===== src/rtl/mul_seq.sv =====
// Sequential shift-add multiplier: WIDTH-cycle latency (WIDTH+1 with MUL_SIGNED_EN), one operation
// in flight, start ignored while busy; define MUL_SIGNED_EN for two's-complement operands.
module mul_seq #(
  parameter int WIDTH = 16
) (
  input  logic             clk,
  input  logic             reset,
  input  logic             start,
  input  logic [WIDTH-1:0] a,
  input  logic [WIDTH-1:0] b,
  output logic             busy,
  output logic             done,
  output logic [WIDTH-1:0] lo,
  output logic [WIDTH-1:0] hi
);

  localparam int CW = $clog2(WIDTH + 1);

  typedef enum logic [1:0] {
    IDLE,
    RUN,
`ifdef MUL_SIGNED_EN
    FIX,
`endif
    DONE
  } state_t;

  state_t               state;
  logic [WIDTH-1:0]     mcand;
  logic [2*WIDTH-1:0]   acc;
  logic [CW-1:0]        cnt;
  logic [WIDTH:0]       sum;
  logic [2*WIDTH-1:0]   acc_step;
  logic [WIDTH-1:0]     a_op;
  logic [WIDTH-1:0]     b_op;
  logic                 last;

`ifdef MUL_SIGNED_EN
  logic                 neg;
  logic [2*WIDTH-1:0]   acc_fix;

  // Magnitudes of the most negative value wrap back to itself, which is the correct unsigned magnitude.
  assign a_op    = a[WIDTH-1] ? -a : a;
  assign b_op    = b[WIDTH-1] ? -b : b;
  assign acc_fix = neg ? -acc : acc;
`else
  assign a_op = a;
  assign b_op = b;
`endif

  // Upper half accumulates the partial product; lower half holds the remaining multiplier bits.
  assign sum      = {1'b0, acc[2*WIDTH-1:WIDTH]} + {1'b0, (acc[0] ? mcand : {WIDTH{1'b0}})};
  assign acc_step = {sum, acc[WIDTH-1:1]};
  assign last     = (cnt == CW'(WIDTH - 1));

  always_ff @(posedge clk) begin
    if (reset) begin
      state <= IDLE;
      busy  <= 1'b0;
      done  <= 1'b0;
      lo    <= '0;
      hi    <= '0;
      acc   <= '0;
      cnt   <= '0;
      mcand <= '0;
`ifdef MUL_SIGNED_EN
      neg   <= 1'b0;
`endif
    end else begin
      case (state)
        IDLE: begin
          done <= 1'b0;
          if (start) begin
            mcand <= a_op;
            acc   <= {{WIDTH{1'b0}}, b_op};
            cnt   <= '0;
            busy  <= 1'b1;
            state <= RUN;
`ifdef MUL_SIGNED_EN
            neg   <= a[WIDTH-1] ^ b[WIDTH-1];
`endif
          end
        end
        RUN: begin
          acc <= acc_step;
          cnt <= cnt + CW'(1);
          if (last) begin
`ifdef MUL_SIGNED_EN
            state <= FIX;
`else
            state      <= DONE;
            busy       <= 1'b0;
            done       <= 1'b1;
            {hi, lo}   <= acc_step;
`endif
          end
        end
`ifdef MUL_SIGNED_EN
        FIX: begin
          acc      <= acc_fix;
          {hi, lo} <= acc_fix;
          busy     <= 1'b0;
          done     <= 1'b1;
          state    <= DONE;
        end
`endif
        DONE: begin
          done  <= 1'b0;
          state <= IDLE;
        end
        default: begin
          busy  <= 1'b0;
          done  <= 1'b0;
          state <= IDLE;
        end
      endcase
    end
  end

endmodule


===== config.mk =====
export PLATFORM = sky130hd
export DESIGN_NAME = mul_seq
export DESIGN_NICKNAME = d
export VERILOG_FILES = /design/src/rtl/mul_seq.sv
export SDC_FILE = /design/constraint.sdc
export NUM_CORES = 1
export LEC_CHECK = 0
export CORE_ASPECT_RATIO = 0.9
export CORE_UTILIZATION = 58
export CTS_CLUSTER_SIZE = 25
export DETAILED_ROUTE_END_ITERATION = 6
export PLACE_DENSITY_LB_ADDON = 0.08
export SKIP_CTS_REPAIR_TIMING = 1
export SLEW_MARGIN = 20
export SYNTH_ARGS = -nofsm -noshare
export SYNTH_HDL_FRONTEND = slang
export SYNTH_SLANG_ARGS = --single-unit

===== constraint.sdc =====
create_clock -name clk -period 5.6 [get_ports clk]
set_input_delay 1.12 -clock clk [delete_from_list [all_inputs] [get_ports clk]]
set_output_delay 1.12 -clock clk [all_outputs]
set_load 0.05 [all_outputs]

==> results of run 1 <==
==> power groups by stage <==
| stage | Clock [mW] | Combinational (mW) | Sequential, mW |
|---|---|---|---|
| 6_report | 0.482 | 0.120 | 0.671 |
| 5_1_grt | 0.517 | 0.134 | 0.674 |
| 4_1_cts | 0.491 | 0.119 | 0.671 |
| 3_5_place_dp | 0 | 0.118 | 0.686 |
| 3_3_place_gp | 0 | 0.116 | 0.685 |
| 2_1_floorplan | 0 | 0.0773 | 0.682 |
==> cells by family (layout without fill, tap and decap cells) <==
family	count (synthesis)	count (layout)
xor gates and xnor gates	11	11
and+or+nand+nor	250	250
DFF	89	89
buffers and inverters	40	94
AOI/OAI and AO/OA	119	119
adders and majority gates	19	19
==> through the flow <==
step	cells	cell area [µm²]	setup slack, ns
floorplan	528	4240	3.09
global placement	659	4890	2.62
detailed placement	659	4890	2.59
CTS	675	5100	2.70
global route	675	5110	2.47
finish	675	5110	2.69
==> state kept, by name, summed over array words and instances, names as in the netlist <==
register and count:
state 2, busy 1, lo 16, mcand 16
acc 32, cnt 5, done 1, hi 16
==> cells in the mapped netlist (4+ instances only) <==
cell type  number
nand2_1        97
dfxtp_1        89
nor2_1         80
a21oi_1        58
ha_1           18
and2_1         17
clkbuf_1       15
nor4_1         14
buf_2          12
nand3_1        12
o21ai_0        12
a22oi_1         9
inv_1           6
xor2_1          6
o21ai_1         5
xnor2_1         5
a21oi_2         4
buf_6           4
==> how the worst min path moves through the flow <==
stage	start	endpoint	slack (ns)	cells after the start
final	mcand[1]$_SDFFE_PP0P_	mcand[1]$_SDFFE_PP0P_	0.45	2
after global routing	mcand[14]$_SDFFE_PP0P_	mcand[14]$_SDFFE_PP0P_	0.48	2
after CTS	mcand[1]$_SDFFE_PP0P_	mcand[1]$_SDFFE_PP0P_	0.46	2
after detailed placement	mcand[1]$_SDFFE_PP0P_	mcand[1]$_SDFFE_PP0P_	0.44	2
after global placement	mcand[15]$_SDFFE_PP0P_	mcand[15]$_SDFFE_PP0P_	0.44	2
after floorplan	acc[22]$_SDFFE_PP0P_	acc[22]$_SDFFE_PP0P_	0.43	2
==> final cells by class <==
type                       instances  area share
sequential                        89       0.349
multi-input combinational        399       0.444
tap                               93      0.0228
inverter                           6     0.00441
clock inverter                     7      0.0181
timing repair buffer              72       0.138
clock buffer                       9      0.0242
==> worst max-delay path, cell delays in order (launching register included) <==
cell      delay (ns)
dfxtp_1         0.48
and2_1          0.23
ha_1            0.21
fa_1            0.45
a211oi_2        0.29
o21bai_1        0.12
a21oi_2         0.25
o21ai_1         0.15
a221oi_1        0.45
a211oi_1        0.14
==> metal layers <==
layer | share of wire | vias up
li1 | - | 1915
met1 | 0.48 | 1755
met2 | 0.45 | 117
met3 | 0.057 | 14
met4 | 0.013 | 0
met5 | 0 | -
==> results.md, run 1 <==
* Outcome: finished clean
* Grt total ovfl at 0
* Area Overhead vs Synth at 20.5%
* Drt via density at approximately 5.6
* Post-synth top area share at 0.420
* # fillers at 588
* Routability Congestion at 0.907
* WP data arrival at 3.13 ns
* Switching share of power at 0.247
* Synthesized area at 4240 µm²
* Post-synthesis xor/xnor area fraction at 0.0227
* Crit path from: acc[0]$_SDFFE_PP0P_
* Mux contribution to synthesized area at 0
* Ratio of cells with drive above 1 in the final layout at 0.0636
* Clock Skews at slightly above 0.009 ns
* Largest net degree at the start of global routing at 50
* Worst-path clk slew at 0.09 ns
* PortBufs at slightly below 70
* RSZ-0062 raised after global routing: no
* Final Critical Period at between 2 and 3 ns
* Die ar. at 7660 µm²
* Internal power at 0.959 mW
* Commonest non-fill, non-tap cell in the layout: nand2_1
* Worst skew pair latency at 0.35 ns
* Sequential power share at 0.527
* Clk buf depth at 2
* Synth Area in Compound Gates at 0.181
* First-pass GRT wire length at 16600 µm
* CP Launch Type: register
* Primary FF master, synth: dfxtp_1
* Initial Utilization at 0.600
* R2R Setup Slk at 2.69 ns
* Clock network fraction of total power at 0.378
* Post-synthesis sequential area ratio at 0.420
* Num CTS Buffers at 9
* Max-cap viol count at 0
* I/O pin total at 69
* Clk root buf: clkbuf_8
* Total power at 1.27 mW
* Ant diodes at 0
* Post-synth EDFFs at 0
* CTS tree: yes
* Global route hottest layer: met2
* R2r worst-path depth at 9
* Grt met1 use at 0.373
* Final Util at 0.722
* Synth area leader: dfxtp_1
* Reg2reg start: acc[0]$_SDFFE_PP0P_
* PwrDens at between 200 and 250 nW/µm²
* Area of the multi-input gates at 2270 µm²
* Vias in the first global route at 3501
* Worst Setup EP: hi[15]$_SDFFE_PP0P_
* Post-Syn Nets at 582
* Unique masters post-synth at 57
* FF/Latch Area at 1780 µm²
* Initial antenna violation count at 0
* Hold Path Class: reg -> reg
* Row count at 29
* Relative slew slack at 0.497
* WHS at 0.452 ns
* Largest family of logic cells by synthesized area: simple AND/OR/NAND/NOR gates
* Met2 Resource Use GR at 0.432
* M3 GR Usage at 0.0577
* Fin crit share at 0.520
* NetSw at 0.314 mW
* Clk sinks at 89
* Initial drt markers at 259
* Post-synthesis simple-gate area fraction at 0.272
* WS Path Type: reg -> reg
* Slew at the pin closest to its max-slew limit at 0.750 ns
* Final wirelength at 9890 µm
* GRT Overall Usage at 0.272
* Core Region at ~7000 µm²
* Lkg Pwr at 1.96 nW
* DR pass1 iterations at 4
* Yosys warns at 0
* Setup violators final at 0
* Die width at approximately 92 µm
* Worst IR Drop VDD at 0.181 mV
* Antenna Nets Post-Route at 0
* Post-DP HPWL at between 6000 and 7000 µm
* CP endpoint kind: register
* WL/cell at 14.7 µm
* Drt drc at 0
* Mean Syn Cell Area at 8.04 µm²
* Setup_tns at 0 ns
* Part of the power in combinational logic at 0.094
* Max Transition Viols Final at 0
* Synth Register Bits at 89
* Critical R2R Capture: hi[15]$_SDFFE_PP0P_
* H-tree Lvls at 3
* Die extent in y at approximately 83 µm
* Hold Vio Cnt, Final at 0
* Maximum clock rate at 344 MHz
* Adder-cell share of the synthesized area at 0.0578
* Most frequent cells in the layout: 97 x nand2_1, 89 x dfxtp_1, 80 x nor2_1, 67 x clkdlybuf4s50_1, 58 x a21oi_1
* Critical Path RT at a little under 6 ns
* Max Fanout on Critical Path at 17
* Fin nets at 631
* Synth area leaders: dfxtp_1 42%, nand2_1 8.6%, nor2_1 7.1%
* Vias at 3801
* Mapped Cells at 528
* Fraction of registers with async set/reset at 0
No activity file was read; power rests on OpenSTA's default activity.
==> inputs of run 2 (changes only) <==
--- a/config.mk
+++ b/config.mk
@@ -6,7 +6,7 @@
 export NUM_CORES = 1
 export LEC_CHECK = 0
 export CORE_ASPECT_RATIO = 0.9
-export CORE_UTILIZATION = 58
+export CORE_UTILIZATION = 48
 export CTS_CLUSTER_SIZE = 25
 export DETAILED_ROUTE_END_ITERATION = 6
 export PLACE_DENSITY_LB_ADDON = 0.08
==> constraint.sdc (replaced) <==
create_clock -name clk -period 2.4 [get_ports clk]
set_input_delay 0.48 -clock clk [delete_from_list [all_inputs] [get_ports clk]]
set_output_delay 0.48 -clock clk [all_outputs]
set_load 0.05 [all_outputs]
==> run 2 against run 1 <==
Clock-buffer cell count did not move. Clock skew rose by 0.0032 ns. Sequential cell count did not move.
==> results.md, run 2 (synthesis results as in run 1) <==
* Outcome: finished clean
* First-pass GRT wire length at 17300 µm
* Antenna Nets Post-Route at 0
* Initial drt markers at 218
* WP data arrival at around 2.6 ns
* PwrDens at 530 nW/µm²
* Die ar. at 9220 µm²
* Worst skew pair latency at 0.37 ns
* Max Fanout on Critical Path at 4
* Slowest stage delay, CP at between 0.3 and 0.4 ns
* CP bufs+invs at 0
* Post-DP HPWL at about 7300 µm
* FF/Latch Area at ~1800 µm²
* Most frequent cells in the layout: 97 x nand2_1, 88 x dfxtp_1, 80 x nor2_1, 67 x clkdlybuf4s50_1, 57 x a21oi_1
* Drt drc at 0
* Fin nets at roughly 650
* Worst-path clk slew at 0.10 ns
* Post-DP Area at around 5000 µm²
* CTS tree: yes
* Die width at between 100 and 150 µm
* WHS at 0.456 ns
* Worst IR Drop VDD at 0.300 mV
* Slew at the pin closest to its max-slew limit at roughly 0.85 ns
* Setup violators final at 0
* Final instance area at roughly 5400 µm²
* Setup_tns at 0 ns
* CP top delay family: compound AO/OA/AOI/OAI gates
* Fin crit share at 0.979
* H-tree Lvls at 3
* Ratio of cells with drive above 1 in the final layout at 0.121
* Ant diodes at 0
* Maximum clock rate at 426 MHz
* Lkg Pwr at 2.03 nW
* Area of the multi-input gates at 2380 µm²
* PortBufs at 68
* WL/cell at roughly 15 µm
* Critical-path cell list: and2_4 > ha_4 > fa_2 > a211oi_2 > o21bai_1 > a21oi_2 > o22ai_2 > and3_1 > or3_1
* Commonest non-fill, non-tap cell in the layout: nand2_1
* Routability Congestion at 0.859
* Grt total ovfl at 0
* Final Critical Period at 2.35 ns
* Hold Vio Cnt, Final at 0
* Drt via density at 5.31
* Final wirelength at roughly 11000 µm
* I/O pin total at 69
* Core Region at 8570 µm²
* Max FFs per register at 32
* Critical-path top delay cell: fa_2
* WS Path Type: reg -> reg
* Num CTS Buffers at 9
* Initial antenna violation count at 0
* Die extent in y at roughly 91 µm
* # fillers at just under 800
* Clk root buf: clkbuf_8
* Max Transition Viols Final at 0
* Vias at between 3000 and 4000
* Clk sinks at 89
* Clock Skews at between 0.01 and 0.015 ns
* CP endpoint kind: register
* GRT Overall Usage at 0.238
* Hold Path Class: reg -> reg
* DR pass1 iterations at 4
* Critical Path RT at 2.66 ns
* Row count at 32
* Clk buf depth at 2
* RSZ-0062 raised after global routing: yes
* Vias in the first global route at between 3000 and 4000
* Reg with most FFs: acc
* Initial Utilization at 0.495
* CP Launch Type: register
* Largest net degree at the start of global routing at 56
* Area Overhead vs Synth at 26.8%
* Relative slew slack at 0.430
* Max-cap viol count at 0
==> run 2: cell type report <==
| type | count | area share |
|---|---|---|
| multi-input cells | 399 | 0.443 |
| flip-flops and latches | 89 | 0.331 |
| repair buffers | 92 | 0.161 |
| well taps | 119 | 0.0277 |
| clock buffers | 9 | 0.0230 |
| clock inverters | 6 | 0.00930 |
| inverters | 6 | 0.00419 |
==> run 2: where the power goes <==
part / switching [mW] / total, mW / internal [mW]
Sequential: 0.0357 / 1.56 / 1.53
Combinational: 0.171 / 0.317 / 0.146
Clock: 0.587 / 0.971 / 0.384
Total: 0.794 / 2.85 / 2.06
==> run 2: per-stage QoR <==
stage / instances / setup WS [ns] / power (mW) / util
global placement: 702 / 0.0959 / 1.90 / 0.592
detailed placement: 702 / 0.0191 / 1.90 / 0.592
CTS: 717 / -0.0226 / 2.87 / 0.612
floorplan: 528 / 0.0253 / 1.77 / -
finish: 720 / 0.0509 / 2.85 / 0.628
global route: 720 / -0.122 / 2.98 / 0.628
==> run 2: path summary, 6_finish.rpt <==
path	from	end	slack (ns)	depth (start not counted)
min	mcand[13]$_SDFFE_PP0P_	mcand[13]$_SDFFE_PP0P_	0.46	2
max	acc[0]$_SDFFE_PP0P_	hi[13]$_SDFFE_PP0P_	0.05	9
max reg2reg	acc[0]$_SDFFE_PP0P_	hi[13]$_SDFFE_PP0P_	0.05	9
min reg2reg	mcand[13]$_SDFFE_PP0P_	mcand[13]$_SDFFE_PP0P_	0.46	2
==> run 2: per-layer routing <==
| layer | share of wire | vias up | track usage |
|---|---|---|---|
| met4 | 0.015 | 0 | 0.0797 |
| met1 | 0.50 | 1768 | 0.342 |
| li1 | - | 1951 | - |
| met2 | 0.43 | 88 | 0.357 |
| met3 | 0.046 | 16 | 0.0446 |
| met5 | 0 | - | 0 |
==> run 2: worst reg2reg max path, cell delays in order (launching register included) <==
cell	delay (ns)
dfxtp_2	0.35
and2_4	0.14
ha_4	0.16
fa_2	0.39
a211oi_2	0.25
o21bai_1	0.10
a21oi_2	0.22
o22ai_2	0.12
and3_1	0.15
or3_1	0.36
